File: src/rtl/sysa_drain.sv
// sysa_drain: drains the bottom row of a systolic array into a row FIFO.
//   Purpose : de-skews per-column partial sums and pushes aligned rows.
//   Latency : row r is pushed on the en-cycle k = LAT + r + COLS - 1 and is
//             visible on out_data from the next cycle.
//   Backpressure : valid/ready on the output. A push onto a full FIFO is
//             dropped unless a pop happens in the same cycle, and a drop
//             sets the sticky overflow flag.
// Ports:
//   clk, rst_n           clock, async active-low reset
//   en                   array advance qualifier (same as the PE grid)
//   start, rows          block request and row count (sampled when idle)
//   col_in               bottom-row outputs, column j at [j*DW +: DW]
//   out_valid/ready/data FIFO head, valid/ready handshake
//   busy, done, overflow drain status
module sysa_drain #(
  parameter int COLS  = 4,
  parameter int DW    = 16,
  parameter int LAT   = 2,
  parameter int DEPTH = 4
) (
  input  logic               clk,
  input  logic               rst_n,
  input  logic               en,
  input  logic               start,
  input  logic [7:0]         rows,
  input  logic [COLS*DW-1:0] col_in,
  input  logic               out_ready,
  output logic               out_valid,
  output logic [COLS*DW-1:0] out_data,
  output logic               busy,
  output logic               done,
  output logic               overflow
);

  localparam int AW = $clog2(DEPTH);
  // First en-cycle count on which column COLS-1 carries row 0.
  localparam logic [9:0] FIRST = 10'(LAT + COLS - 1);

  typedef enum logic {IDLE = 1'b0, DRAIN = 1'b1} state_t;

  state_t             state, state_nx;
  logic [9:0]         k;
  logic [9:0]         k_inc;
  logic [9:0]         last;
  logic [7:0]         rows_q;
  logic               done_q;
  logic               ovf_q;
  logic               accept;
  logic               push_slot;
  logic               finish;
  logic [COLS*DW-1:0] aligned;

  logic [COLS*DW-1:0] mem [DEPTH];
  logic [AW-1:0]      wr_ptr;
  logic [AW-1:0]      rd_ptr;
  logic [AW:0]        cnt;
  logic               full;
  logic               pop;
  logic               push;

  // ---------------------------------------------------------------------
  // De-skew: column j arrives COLS-1-j en-cycles ahead of the last column,
  // so it is delayed by that many en-qualified stages.
  // ---------------------------------------------------------------------
  for (genvar j = 0; j < COLS; j++) begin : g_col
    localparam int N = COLS - 1 - j;
    if (N == 0) begin : g_thru
      assign aligned[j*DW +: DW] = col_in[j*DW +: DW];
    end else begin : g_dl
      logic [DW-1:0] sr [N];
      always_ff @(posedge clk or negedge rst_n) begin
        if (!rst_n) begin
          for (int i = 0; i < N; i++) sr[i] <= '0;
        end else if (en) begin
          sr[0] <= col_in[j*DW +: DW];
          for (int i = 1; i < N; i++) sr[i] <= sr[i-1];
        end
      end
      assign aligned[j*DW +: DW] = sr[N-1];
    end
  end

  // ---------------------------------------------------------------------
  // Control
  // ---------------------------------------------------------------------
  assign accept = (state == IDLE) && start;
  assign k_inc  = k + 10'd1;
  // Last push slot; rows_q is at most 255 so this never wraps in 10 bits.
  assign last   = 10'(LAT + COLS - 2) + {2'b00, rows_q};

  assign push_slot = (state == DRAIN) && en && (rows_q != 8'd0) &&
                     (k_inc >= FIRST) && (k_inc <= last);
  // An empty block finishes on its first DRAIN cycle regardless of en.
  assign finish    = (state == DRAIN) &&
                     ((rows_q == 8'd0) || (en && (k_inc == last)));

  always_comb begin
    state_nx = state;
    case (state)
      IDLE:    if (start)  state_nx = DRAIN;
      DRAIN:   if (finish) state_nx = IDLE;
      default: state_nx = IDLE;
    endcase
  end

  always_ff @(posedge clk or negedge rst_n) begin
    if (!rst_n) begin
      state  <= IDLE;
      k      <= '0;
      rows_q <= '0;
      done_q <= 1'b0;
      ovf_q  <= 1'b0;
    end else begin
      state  <= state_nx;
      done_q <= finish;
      if (accept) begin
        k      <= '0;
        rows_q <= rows;
        ovf_q  <= 1'b0;
      end else begin
        if ((state == DRAIN) && en) k <= k_inc;
        if (push_slot && full && !pop) ovf_q <= 1'b1;
      end
    end
  end

  assign busy     = (state == DRAIN);
  assign done     = done_q;
  assign overflow = ovf_q;

  // ---------------------------------------------------------------------
  // Result FIFO. When full, a same-cycle pop frees the slot the write
  // lands in (wr_ptr == rd_ptr), so push-with-pop on full is safe.
  // ---------------------------------------------------------------------
  assign full      = (cnt == (AW+1)'(DEPTH));
  assign out_valid = (cnt != '0);
  assign pop       = out_valid && out_ready;
  assign push      = push_slot && (!full || pop);
  // Storage is not reset, so gate the head with valid to read 0 when empty.
  assign out_data  = out_valid ? mem[rd_ptr] : '0;

  always_ff @(posedge clk) begin
    if (push) mem[wr_ptr] <= aligned;
  end

  always_ff @(posedge clk or negedge rst_n) begin
    if (!rst_n) begin
      wr_ptr <= '0;
      rd_ptr <= '0;
      cnt    <= '0;
    end else begin
      if (push) wr_ptr <= wr_ptr + AW'(1);
      if (pop)  rd_ptr <= rd_ptr + AW'(1);
      case ({push, pop})
        2'b10:   cnt <= cnt + (AW+1)'(1);
        2'b01:   cnt <= cnt - (AW+1)'(1);
        default: cnt <= cnt;
      endcase
    end
  end

endmodule

File: config.mk
export PLATFORM = sky130hd
export DESIGN_NAME = sysa_drain
export DESIGN_NICKNAME = d
export VERILOG_FILES = /design/src/rtl/sysa_drain.sv
export SDC_FILE = /design/constraint.sdc
export NUM_CORES = 1
export LEC_CHECK = 0
export BUFFER_PORTS_ARGS = -buffer_cell sky130_fd_sc_hd__buf_4
export CORE_MARGIN = 3
export CORE_UTILIZATION = 59
export CTS_CLUSTER_DIAMETER = 30
export DETAILED_ROUTE_END_ITERATION = 7
export PLACE_DENSITY = 0.75
export SKIP_LAST_GASP = 1
export SYNTH_ARGS = -nofsm -noshare
export SYNTH_HDL_FRONTEND = slang
export SYNTH_SLANG_ARGS = --single-unit
File: constraint.sdc
create_clock -name clk -period 6.2 [get_ports clk]
set_clock_uncertainty 0.05 [all_clocks]
set_input_delay 1.86 -clock clk [delete_from_list [all_inputs] [get_ports clk]]
set_output_delay 1.86 -clock clk [all_outputs]
set_load 0.03 [all_outputs]
======== Yosys cells after proc, flatten, opt, wreduce, memory -nomap -nowiden ========
Memories as Yosys holds them, arrays and structs flattened.
Index checks and enable logic that the tools add are counted.
W data, S select, Z words.
word-level totals
  register bits after elaboration ......... 124
  RAM bits ................................ 256
  output and inout bits ................... 68
  logic and storage cells ................. 60
  memories kept ........................... 1
memories
  memory  words  bits a word  read ports  clocked after Yosys merged registers in  wr ports  RTL line  text
  mem     4      64           1           0                                        1         53        logic [COLS*DW-1:0] mem [DEPTH];
operators by class
  add/subtract/negate cells ............... 6
  $lt $le $gt $ge ......................... 2
  equal/unequal tests ..................... 4
  multiplexer cells ....................... 11
  bitwise operators ....................... 1
  reduce and logical (&&, ||, !) cells .... 21
operators with widths
  kind                     number
  $mux W64                 1
  $mux W10                 2
  $logic_and A1 B1 Y1      11
  $add A10 B1 Y10 const B  1
  $eq A10 B9 Y1            1
  $ge A10 B3 Y1 const B    1
  $le A10 B9 Y1            1
  $add A3 B8 Y9 const A    1
  $logic_not A8 Y1         1
  $reduce_bool A8 Y1       1
  $mux W1                  6
  $pmux W3 S2              1
  $reduce_bool A2 Y1       3
  $add A2 B1 Y2 const B    2
  $add A3 B1 Y3 const B    1
  $eq A3 B3 Y1 const B     1
  $reduce_bool A3 Y1       1
  $sub A3 B1 Y3 const B    1
  $eq A2 B1 Y1 const B     1
  $eq A2 B2 Y1 const B     1
  $logic_not A1 Y1         2
  $logic_or A1 B1 Y1       2
  $pmux W1 S2              1
  $not A1 Y1               1

======== Longest topological paths before layout ========
Gate-level depths: netlist of run 1.
  depth after elaboration ................. 8
  depth in mapped cells ................... 15
  depth with buffers taken out ............ 15

======== Worst setup path after synthesis of run 1 ========
Ideal clock, no wire load.
  path kind ............................... register to register
  start point ............................. reg k[0]
  end point ............................... mem mem[0][0] (netlist bit) (enable)
  library setup time ...................... 393 ps
  arrival time ............................ 4,002 ps
  slack ................................... 1,755 ps
  stages on the path, launching flop included .. 12
  buffers on the path ..................... 1
  path through ............................ dfrtp_1 > ha_1 > nand2_1 > or3_2 > clkbuf_1 > xnor2_1 > ha_1 > and2_0 > and4_4 > a221o_1 > a2111oi_4 > and3_2
between the ends
  longest elaborated chain between the ends .. 7
  elaborated cells between the ends (all ways) .. 8
  those cells by class .................... add/sub (1); order compare (2); mux (2); reduce/logical (3)
ends and longest elaborated chain
  element                          RTL line  text
  start, declared                  42        logic [9:0] k;
  start signal, assigned           121       if ((state == DRAIN) && en) k <= k_inc;
  $add A10 B1 Y10 *                87        assign k_inc = k + 10'd1;
  $ge A10 B3 Y1                    92        (k_inc >= FIRST) && (k_inc <= last);
  $logic_and A1 B1 Y1              91        assign push_slot = (state == DRAIN) && en && (rows_q != 8'd0) &&
  $logic_and A1 B1 Y1 *            92
  $logic_and A1 B1 Y1 *            138       assign push = push_slot && (!full || pop);
  $mux W1 *                        143       if (push) mem[wr_ptr] <= aligned;
  $mux W1 (implied by the code) *  143
  end, declared                    53
Mark *: on every way between the ends. The rest lies on a longest branch, timed or not.

======== Worst setup path after layout of run 1 ========
  start point ............................. reg rd_ptr[0]
  end point ............................... out out_data[34]
between the ends
  longest elaborated chain between the ends .. 2
ends and longest elaborated chain
  element                 RTL line  text
  start, declared         55        logic [AW-1:0] rd_ptr;
  start signal, assigned  153       if (pop) rd_ptr <= rd_ptr + AW'(1);
  $mem_v2 Z4 W64          -
  $mux W64                140       assign out_data = out_valid ? mem[rd_ptr] : '0;
  end, declared           29        output logic [COLS*DW-1:0] out_data,
Every way passes these cells.

==> impl_metrics.csv, run 1 <==
group,metric,value,unit
run_status,status,"finished, final reports clean",
clock_tree,cts_tree,"done",
floorplanning,die_area,27490,um^2
clock_tree,cts.clk_slew.worst_paths,0.05,ns
sta,min_period_over_period,78.72,%
clock_tree,numCtsBuffers,59,
route,vias,7716,
clock_tree,post_cts_resized,0,
power_and_ir_drop,power,0.009527,W
sta,slew_viol_final,0,
finish,register_area,10800,um^2
finish,design_area,18520,um^2
synthesis,synth-simple-area-share,5.281,%
finish,drive_gt1_share,41.60,%
synthesis,avgSynthCellArea,18.67,um^2
finish,nNetsFinal,1068,
route,wirelength,29130,um
critical_path,r2r-start,"k[0]",
placement,io_buffers,144,
job,cap_violations,0,
finish,fillerInstances,1428,
critical_path,crit_path_start,"rd_ptr[0]",
synthesis,synthXorXnorAreaFrac,0.9881,%
power_and_ir_drop,p_leak,6.974,nW
sta,finalSetupViolations,0,
critical_path,critPathLaunchType,"register",
placement,gp_congestion,0.7621,
clock_tree,htreeDepth,2,
finish,n_antenna_cell,0,
power_and_ir_drop,vdd_drop_max,0.0003160,V
route,drtAntennaViolNets,0,
sta,worst-slew-pin-transition,1.158,ns
floorplanning,ioPinCount,145,
sta,fin_ws,1.319,ns
placement,placed_cells,1237,
critical_path,path_class,"register to primary output",
synthesis,synthDistinctLibCells,56,
placement,dp_hpwl,16030,um
clock_tree,post_cts_buffers,0,
critical_path,critPathCapture,"out_data[34]",
min_path,hold_class,"register to register",
global_routing,grt_pass1_vias,8510,
synthesis,yosysSeqAreaShare,71.61,%
finish,multi_input_area,4071,um^2
critical_path,critical_path_required,4.29,ns
route,viasPerCell,5.724,
placement,dpl_cell_area,16430,um^2
global_routing,grt_pass1_wl,47250,um
clock_tree,clk_path_buf_depth,3,
synthesis,syn_area,15070,um^2
sta,rsz0062_at_grt,"no",
synthesis,yosys_warnings,0,
power_and_ir_drop,power.density,514.4,nW/um^2
finish,final_cells,1348,
synthesis,synthAdderAreaFrac,1.528,%
synthesis,synth_flop_cell,"edfxtp_1",
critical_path,critPathCaptureType,"primary output",
critical_path,rr_worst_depth,10,
global_routing,grt_start_max_net_pins,76,
critical_path,crit_arrival,2.97,ns
sta,max-slew-margin-rel,22.83,%
floorplanning,die_w,165.8,um
synthesis,synthCells,807,
global_routing,antenna_found_initial,2,
global_routing,grt_overflow,0,
clock_tree,ctsHoldBuffers,0,
finish,area_delta_synth_final,22.90,%
floorplanning,std_cell_rows,57,
clock_tree,cts-root-buf,"clkbuf_16",
synthesis,synthMuxAreaShare,17.32,%
synthesis,synth_compound_area_share,1.794,%
sta,tns,0,ns
critical_path,cp_max_fo,46,
sta,hold_viol_final,0,
route,dr.pass1.iters,5,
synthesis,async_flop_share,32.63,%
placement,dp_slack,1.124,ns
clock_tree,clk_latency,0.56,ns
critical_path,rrSetupSlack,1.39,ns
route,drt_iter0_markers,550,
synthesis,synth_top_family_by_area,"multiplexers",
sta,clock.fmax,0.2049,GHz
synthesis,ys_ff_latch,380,
floorplanning,placeableCoreArea,24680,um^2
floorplanning,initial_utilization,61.06,%
critical_path,r2r_end,"mem[2][24]",
floorplanning,die_h,165.8,um
route,wl_per_cell,21.61,um
global_routing,grt_usage,21.58,%
route,drc,0,
sta,fin_crit,4.881,ns
clock_tree,clock_sinks,380,
synthesis,synth_edf_count,256,
synthesis,synth_nets,901,
synthesized netlist by cell type (all sizes together), types with 2 or more instances:
cell type	instances	area, um^2
edfxtp	256	7687
dfrtp	124	3103
mux2	102	1149
and2	66	414.2
mux4	64	1441
clkbuf	28	105.1
ha	16	200.2
o21ai	16	80.08
buf	14	72.57
nand2	14	55.06
nor2	14	52.55
xnor2	13	113.9
inv	12	45.04
nand3	11	60.06
and3	6	42.54
a21oi	5	25.02
nor2b	4	25.02
xor2	4	35.03
a21o	3	22.52
or3	3	25.03
a211oi	2	15.01
a32o	2	20.02
and4	2	20.02
mux2i	2	20.02
nor4	2	12.51
o31ai	2	15.01
or4b	2	20.02
where the power goes:
group	internal, W	total (W)	switching, W
sequential	0.00312	0.00351	0.000389
combinational	0.00122	0.00264	0.00142
clock	0.00226	0.00339	0.00113
total	0.00659	0.00953	0.00293
per-stage QoR:
stage / utilization (%) / hold slack, ns
after floorplan: - / 0.4038
after global placement: 66.60 / 0.4322
after detailed placement: 66.60 / 0.4410
after CTS: 75.05 / 0.4522
final: 75.05 / 0.4462
after global routing: 75.05 / 0.4644
sequential cells by signal, indices dropped and copies added, names as in the netlist, 2 cells and up:
| register | cells |
|---|---|
| cnt | 3 |
| aligned | 32 |
| rows_q | 8 |
| rd_ptr | 2 |
| k | 10 |
| mem | 256 |
| g_col.g_dl.sr | 64 |
| wr_ptr | 2 |
metal layers:
| metal | up-vias | GRT usage, % | wire [um] |
|---|---|---|---|
| li1 | 3458 | - | - |
| met2 | 239 | 36.74 | 15180 |
| met5 | - | 0 | 21 |
| met1 | 3975 | 28.52 | 11820 |
| met3 | 40 | 4.689 | 1586 |
| met4 | 4 | 6.293 | 526 |
cell usage in the layout, fill, tap and decap left out, drive strengths merged, types with 4 or more instances in the layout:
| cell type | n |
|---|---|
| mux2 | 102 |
| nand3 | 11 |
| a21oi | 5 |
| inv | 20 |
| nand2 | 14 |
| xnor2 | 13 |
| o21ai | 16 |
| buf | 148 |
| bufinv | 10 |
| xor2 | 4 |
| edfxtp | 256 |
| ha | 16 |
| and2 | 66 |
| clkbuf | 78 |
| and3 | 6 |
| nor2b | 4 |
| nor2 | 14 |
| clkinv | 12 |
| dfrtp | 124 |
| mux4 | 64 |
kinds of logic after synthesis:
logic type	count (synthesis)
adder cells (fa/ha/maj)	18
flip-flops	380
AO/OA/AOI/OAI	39
AND/OR/NAND/NOR	131
XOR/XNOR	17
buffers and inverters	54
multiplexers	168
worst min-delay path by stage:
stage                                    start                    to  slack [ns]  cells past startpoint
final                     g_col[0].g_dl.sr[42]  g_col[0].g_dl.sr[42]        0.45                      1
after global routing      g_col[0].g_dl.sr[19]            aligned[3]        0.46                      1
after CTS                 g_col[0].g_dl.sr[17]            aligned[1]        0.45                      1
after detailed placement  g_col[0].g_dl.sr[17]            aligned[1]        0.44                      1
after global placement              aligned[6]             mem[0][6]        0.43                      0
after floorplan                         cnt[2]                cnt[2]        0.40                      1
area by class of cell:
cell class	instances	share of cell area [%]
clock inverters	33	2.507
well taps	324	2.189
flip-flops and latches	380	58.31
inverters	12	0.2432
clock buffers	78	8.749
multi-input cells	373	21.98
repair buffers	148	6.020
critical path, cell delays in order (launching register included):
cell and delay, ns:
dfrtp_4 1.06, buf_4 0.42, mux4_2 0.57, and2_1 0.18, buf_4 0.17
Power figures use the tool's default switching activity.
==> run 2, diff against run 1 <==
--- a/config.mk
+++ b/config.mk
@@ -5,6 +5,7 @@
 export SDC_FILE = /design/constraint.sdc
 export NUM_CORES = 1
 export LEC_CHECK = 0
+export ABC_AREA = 1
 export BUFFER_PORTS_ARGS = -buffer_cell sky130_fd_sc_hd__buf_4
 export CORE_MARGIN = 3
 export CORE_UTILIZATION = 59
==> constraint.sdc (replaced) <==
create_clock -name clk -period 4.9 [get_ports clk]
set_clock_uncertainty 0.05 [all_clocks]
set_input_delay 1.47 -clock clk [delete_from_list [all_inputs] [get_ports clk]]
set_output_delay 1.47 -clock clk [all_outputs]
set_load 0.03 [all_outputs]
==> impl_metrics.csv, run 2 <==
group,metric,value,unit
synthesis,ys_ff_latch,380,
power_and_ir_drop,power.density,687.9,nW/um^2
synthesis,synthDistinctLibCells,29,
synthesis,avgSynthCellArea,10.90,um^2
critical_path,critical_path_required,3.38,ns
synthesis,syn_area,15240,um^2
clock_tree,htreeDepth,2,
clock_tree,clock_sinks,380,
min_path,hold_depth,2,
sta,finalSetupViolations,0,
floorplanning,die_h,166.7,um
clock_tree,ctsHoldBuffers,0,
route,wl_per_cell,17.38,um
critical_path,critPathLaunchType,"register",
synthesis,synthXorXnorAreaFrac,0.5746,%
clock_tree,cts.clk_slew.worst_paths,0.05,ns
critical_path,crit_slowest_cell,"dfrtp_4",
finish,largest_register,"mem",
sta,min_period_over_period,86.91,%
finish,most-common-layout-cells,"nand2_1 (323), nor2_1 (272), edfxtp_1 (256)",
sta,fin_ws,0.6414,ns
critical_path,path_cells,"buf_4 > nor2_1 > nor2_1 > o21ai_0 > a21oi_1 > buf_4",
power_and_ir_drop,p_int,0.008008,W
power_and_ir_drop,vdd_drop_max,0.0005042,V
sta,clock.fmax,0.2348,GHz
critical_path,path_buf_inv,2,
route,wirelength,33540,um
clock_tree,post_cts_buffers,0,
critical_path,rr_worst_depth,13,
synthesis,synth_top_family_by_area,"simple AND/OR/NAND/NOR gates",
route,dr.pass1.iters,5,
synthesis,async_flop_share,32.63,%
route,wl_met3,2041,um
critical_path,critPathTopFamily,"flip-flops",
synthesis,synth.most_common_cell,"nand2_1",
finish,final_common_cell,"nand2_1",
finish,area_delta_synth_final,22.57,%
global_routing,grt_start_max_net_pins,97,
synthesis,synth_edf_count,256,
critical_path,r2r_end,"mem[3][39]",
global_routing,grt_pass1_wl,54440,um
placement,io_buffers,144,
floorplanning,std_cell_rows,58,
floorplanning,ioPinCount,145,
route,wl_met2,16890,um
critical_path,rrSetupSlack,1.39,ns
clock_tree,cts_tree,"done",
floorplanning,die_area,27800,um^2
synthesis,synth_nets,1493,
global_routing,antenna_found_initial,0,
power_and_ir_drop,p_sw,0.004844,W
synthesis,synth-simple-area-share,16.54,%
min_path,whs_endpoint,"g_col[0].g_dl.sr[39]",
global_routing,grt_usage,24.28,%
route,routed.top_layer,"met4",
global_routing,grt_pass1_vias,10700,
sta,hold_viol_final,0,
synthesis,ys_top_cells_by_area,"edfxtp_1 (50%), dfrtp_1 (20%), nand2_1 (8.0%)",
synthesis,yosysSeqAreaShare,70.79,%
sta,max-slew-margin-rel,28.30,%
finish,largest_register_ffs,256,
placement,gp_congestion,0.8447,
sta,rsz0062_at_grt,"no",
synthesis,synthTopCellsByCount,"nand2_1 (323), nor2_1 (276), edfxtp_1 (256), o21ai_0 (156), dfrtp_1 (124)",
critical_path,critPathCaptureType,"primary output",
sta,holdWs,0.4190,ns
sta,slew_viol_final,0,
route,drc,0,
clock_tree,cts-root-buf,"clkbuf_16",
sta,fin_crit,4.259,ns
power_and_ir_drop,p_leak,7.782,nW
route,drt_iter0_markers,873,
floorplanning,die_w,166.7,um
power_and_ir_drop,power_frac_comb,34.1,%
critical_path,path_class,"register to primary output",
floorplanning,initial_utilization,60.35,%
clock_tree,numCtsBuffers,59,
synthesis,synthAdderAreaFrac,1.445,%
route,viasPerCell,5.447,
synthesis,synthMuxAreaShare,0,%
clock_tree,clk_latency,0.57,ns
floorplanning,placeableCoreArea,25250,um^2
synthesis,yosysTopAreaCellShare,50.44,%
route,drtAntennaViolNets,0,
critical_path,cp_max_fo,52,
job,cap_violations,0,
min_path,hp-start,"g_col[0].g_dl.sr[39]",
critical_path,max_stage_delay,0.82,ns
finish,drive_gt1_share,18.63,%
critical_path,crit_arrival,2.74,ns
placement,dp_slack,1.142,ns
power_and_ir_drop,switching_share,37.69,%
synthesis,yosys_warnings,0,
global_routing,grt_overflow,0,
sta,worst-slew-pin-transition,1.075,ns
synthesis,synth_flop_cell,"edfxtp_1",
finish,nNetsFinal,1643,
run_status,status,"finished, final reports clean",
route,met1_length,13950,um
min_path,hold_class,"register to register",
synthesis,synth_compound_area_share,7.708,%
power_and_ir_drop,seqPwrFrac,34.0,%
clock_tree,post_cts_resized,0,
clock_tree,clk_path_buf_depth,3,
route,vias,10510,
critical_path,crit_path_start,"rd_ptr[0]",
synthesis,synthCells,1399,
finish,n_antenna_cell,0,
synthesis,netlist.top_cell.by_area,"edfxtp_1",
critical_path,r2r-start,"k[0]",
finish,fillerInstances,1713,
power_and_ir_drop,p_clk_share,31.9,%
placement,dp_hpwl,18900,um
## run 2: per-stage QoR
| stage | total power, W | TNS, ns | cell area [um^2] | instances | util [%] |
|---|---|---|---|---|---|
| floorplan | 0.007223 | -207.63 | 15240 | 1399 | - |
| CTS | 0.01293 | 0 | 18680 | 1930 | 73.98 |
| global route | 0.01352 | 0 | 18680 | 1930 | 73.98 |
| detailed placement | 0.008788 | 0 | 16680 | 1818 | 66.04 |
| finish | 0.01285 | 0 | 18680 | 1930 | 73.98 |
| global placement | 0.008674 | 0 | 16680 | 1818 | 66.04 |
## run 2: area by class of cell
| class | count | area (um^2) | area share (%) |
|---|---|---|---|
| clock buffer | 63 | 1523 | 8.150 |
| clock inverter | 49 | 481.7 | 2.578 |
| inverter | 45 | 171.4 | 0.9175 |
| multi-input combinational | 900 | 4034 | 21.59 |
| sequential | 380 | 10800 | 57.78 |
| tap | 330 | 412.9 | 2.210 |
| timing repair buffer | 163 | 1265 | 6.771 |
## run 2: cell families after synthesis
group	Yosys count
DFF	380
and+or+nand+nor	642
AOI/OAI and AO/OA	231
xor gates and xnor gates	10
buffers and inverters	119
adders and majority gates	17
## run 2: tightest hold or removal path: cells and delay by family, from the launching register on
kind | cells | cell delay, ns
simple gates | 2 | 0.11
flops | 1 | 0.33
## run 2: worst max-delay path by stage
| stage | end | slack [ns] | depth (start not counted) |
|---|---|---|---|
| 2_1_floorplan | mem[0][0] | -0.81 | 7 |
| 3_3_place_gp | mem[3][41] | 1.24 | 8 |
| 3_5_place_dp | mem[3][35] | 1.14 | 8 |
| 4_1_cts | out_data[23] | 0.63 | 6 |
| 5_1_grt | out_data[9] | 0.45 | 6 |
| 6_report | out_data[23] | 0.64 | 6 |
## run 2: power groups by stage
| stage | registers, W | logic [W] | clock network (W) |
|---|---|---|---|
| 2_1_floorplan | 0.00432 | 0.00290 | 0 |
| 3_3_place_gp | 0.00439 | 0.00428 | 0 |
| 3_5_place_dp | 0.00442 | 0.00437 | 0 |
| 4_1_cts | 0.00437 | 0.00442 | 0.00414 |
| 5_1_grt | 0.00443 | 0.00479 | 0.00430 |
| 6_report | 0.00437 | 0.00439 | 0.00409 |
## run 2: per-layer routing
layer	vias to the layer above	track usage (%)
li1	5006	-
met1	5080	32.43
met2	364	41.09
met3	62	3.822
met5	-	0
met4	0	8.644
==> run 3, diff against run 2 <==
--- a/config.mk
+++ b/config.mk
@@ -8,10 +8,10 @@
 export ABC_AREA = 1
 export BUFFER_PORTS_ARGS = -buffer_cell sky130_fd_sc_hd__buf_4
 export CORE_MARGIN = 3
-export CORE_UTILIZATION = 59
+export CORE_UTILIZATION = 50
 export CTS_CLUSTER_DIAMETER = 30
 export DETAILED_ROUTE_END_ITERATION = 7
-export PLACE_DENSITY = 0.75
+export PLACE_DENSITY = 0.65
 export SKIP_LAST_GASP = 1
 export SYNTH_ARGS = -nofsm -noshare
 export SYNTH_HDL_FRONTEND = slang
==> impl_metrics.csv, run 3 (synthesized netlist as in run 2, its figures left out) <==
group,metric,value,unit
floorplanning,placeableCoreArea,29870,um^2
floorplanning,ioPinCount,145,
sta,clock.fmax,0.2408,GHz
critical_path,path_class,"register to primary output",
finish,drive_gt1_share,18.94,%
min_path,hp-start,"g_col[0].g_dl.sr[22]",
min_path,whs_endpoint,"aligned[6]",
clock_tree,numCtsBuffers,73,
clock_tree,cts.clk_slew.worst_paths,0.04,ns
power_and_ir_drop,vdd_drop_max,0.0003090,V
finish,most-common-layout-cells,"nand2_1 (323), nor2_1 (272), edfxtp_1 (256)",
finish,register_area,10800,um^2
run_status,status,"finished, final reports clean",
route,drtAntennaViolNets,0,
finish,largest_register,"mem",
finish,design_area,19210,um^2
min_path,hold_class,"register to register",
sta,min_period_over_period,84.75,%
clock_tree,clk_path_buf_depth,3,
route,routed.top_layer,"met4",
finish,nNetsFinal,1656,
critical_path,r2r_end,"mem[1][37]",
critical_path,rrSetupSlack,1.67,ns
clock_tree,cts-root-buf,"clkbuf_16",
floorplanning,die_w,180.6,um
sta,fin_ws,0.7470,ns
route,vias,10280,
clock_tree,post_cts_buffers,0,
route,wl_met3,2063,um
clock_tree,htreeDepth,3,
placement,dp_hpwl,18750,um
floorplanning,die_area,32610,um^2
finish,fillerInstances,2305,
global_routing,antenna_found_initial,0,
finish,largest_register_ffs,256,
placement,gp_congestion,0.7678,
route,drt_iter0_markers,670,
critical_path,rr_worst_depth,13,
min_path,hold_depth,2,
clock_tree,ctsHoldBuffers,0,
placement,io_buffers,144,
global_routing,grt_pass1_wl,53660,um
power_and_ir_drop,power.density,704.3,nW/um^2
job,cap_violations,0,
finish,final_common_cell,"nand2_1",
critical_path,critPathCaptureType,"primary output",
clock_tree,cts_tree,"done",
route,wl_per_cell,16.36,um
critical_path,crit_path_start,"rd_ptr[0]",
clock_tree,clock_sinks,380,
floorplanning,std_cell_rows,63,
critical_path,critical_path_required,3.38,ns
placement,dpl_cell_area,16760,um^2
finish,multi_input_area,4034,um^2
power_and_ir_drop,p_leak,7.977,nW
global_routing,grt_pass1_vias,10380,
finish,n_antenna_cell,0,
critical_path,crit_arrival,2.63,ns
floorplanning,initial_utilization,51.02,%
critical_path,r2r-start,"k[0]",
sta,slew_viol_final,0,
finish,fin_util,64.30,%
route,wl_met2,15800,um
route,viasPerCell,5.111,
route,dr.pass1.iters,5,
clock_tree,clk_latency,0.56,ns
finish,area_delta_synth_final,26.02,%
route,wirelength,32900,um
floorplanning,die_h,180.6,um
global_routing,grt_usage,20.30,%
critical_path,critPathLaunchType,"register",
sta,worst-slew-pin-transition,0.9332,ns
sta,fin_crit,4.153,ns
sta,rsz0062_at_grt,"no",
route,drc,0,
global_routing,grt_overflow,0,
route,met1_length,14480,um
sta,max-slew-margin-rel,37.79,%
sta,hold_viol_final,0,
clock_tree,post_cts_resized,0,
sta,finalSetupViolations,0,
critical_path,cp_max_fo,55,
placement,dp_slack,1.304,ns
global_routing,grt_start_max_net_pins,98,
run 3: power breakdown:
part | switching [W] | internal, W | total [W] | leakage [nW]
registers | 0.000263 | 0.00406 | 0.00432 | 3.87
logic | 0.00298 | 0.00139 | 0.00437 | 2.93
clock network | 0.00158 | 0.00325 | 0.00484 | 1.18
run 3: critical path, stage by stage (launching register included):
cell	delay (ns)
dfrtp_4	0.58
inv_4	0.40
buf_4	0.47
o21ai_0	0.17
a21oi_1	0.24
buf_4	0.20
run 3: per-layer routing:
metal	vias up	global-route usage (%)
li1	5054	-
met2	293	33.24
met5	-	0
met3	47	4.259
met1	4885	27.40
met4	0	6.755
run 3: cell type report:
type	instances	area share, %
flip-flops and latches	380	56.20
multi-input cells	900	21.00
clock buffers	94	10.18
repair buffers	162	6.612
clock inverters	40	2.566
well taps	390	2.540
inverters	45	0.8989
run 3: metrics by stage:
stage | power [W] | cells | hold slack (ns) | TNS (ns)
floorplan | 0.007223 | 1399 | 0.3922 | -207.63
global placement | 0.008712 | 1877 | 0.4045 | 0
detailed placement | 0.008788 | 1877 | 0.4091 | 0
CTS | 0.01366 | 2011 | 0.4201 | 0
global route | 0.01427 | 2011 | 0.4410 | 0
finish | 0.01353 | 2011 | 0.4141 | 0
run 3: worst max path at each step:
| stage | depth (start not counted) | endpoint | slack, ns |
|---|---|---|---|
| 5_1_grt | 5 | out_data[44] | 0.53 |
| 2_1_floorplan | 7 | mem[0][0] | -0.81 |
| 6_report | 5 | out_data[52] | 0.75 |
| 3_3_place_gp | 6 | out_data[12] | 1.35 |
| 4_1_cts | 5 | out_data[52] | 0.72 |
| 3_5_place_dp | 5 | out_data[52] | 1.30 |
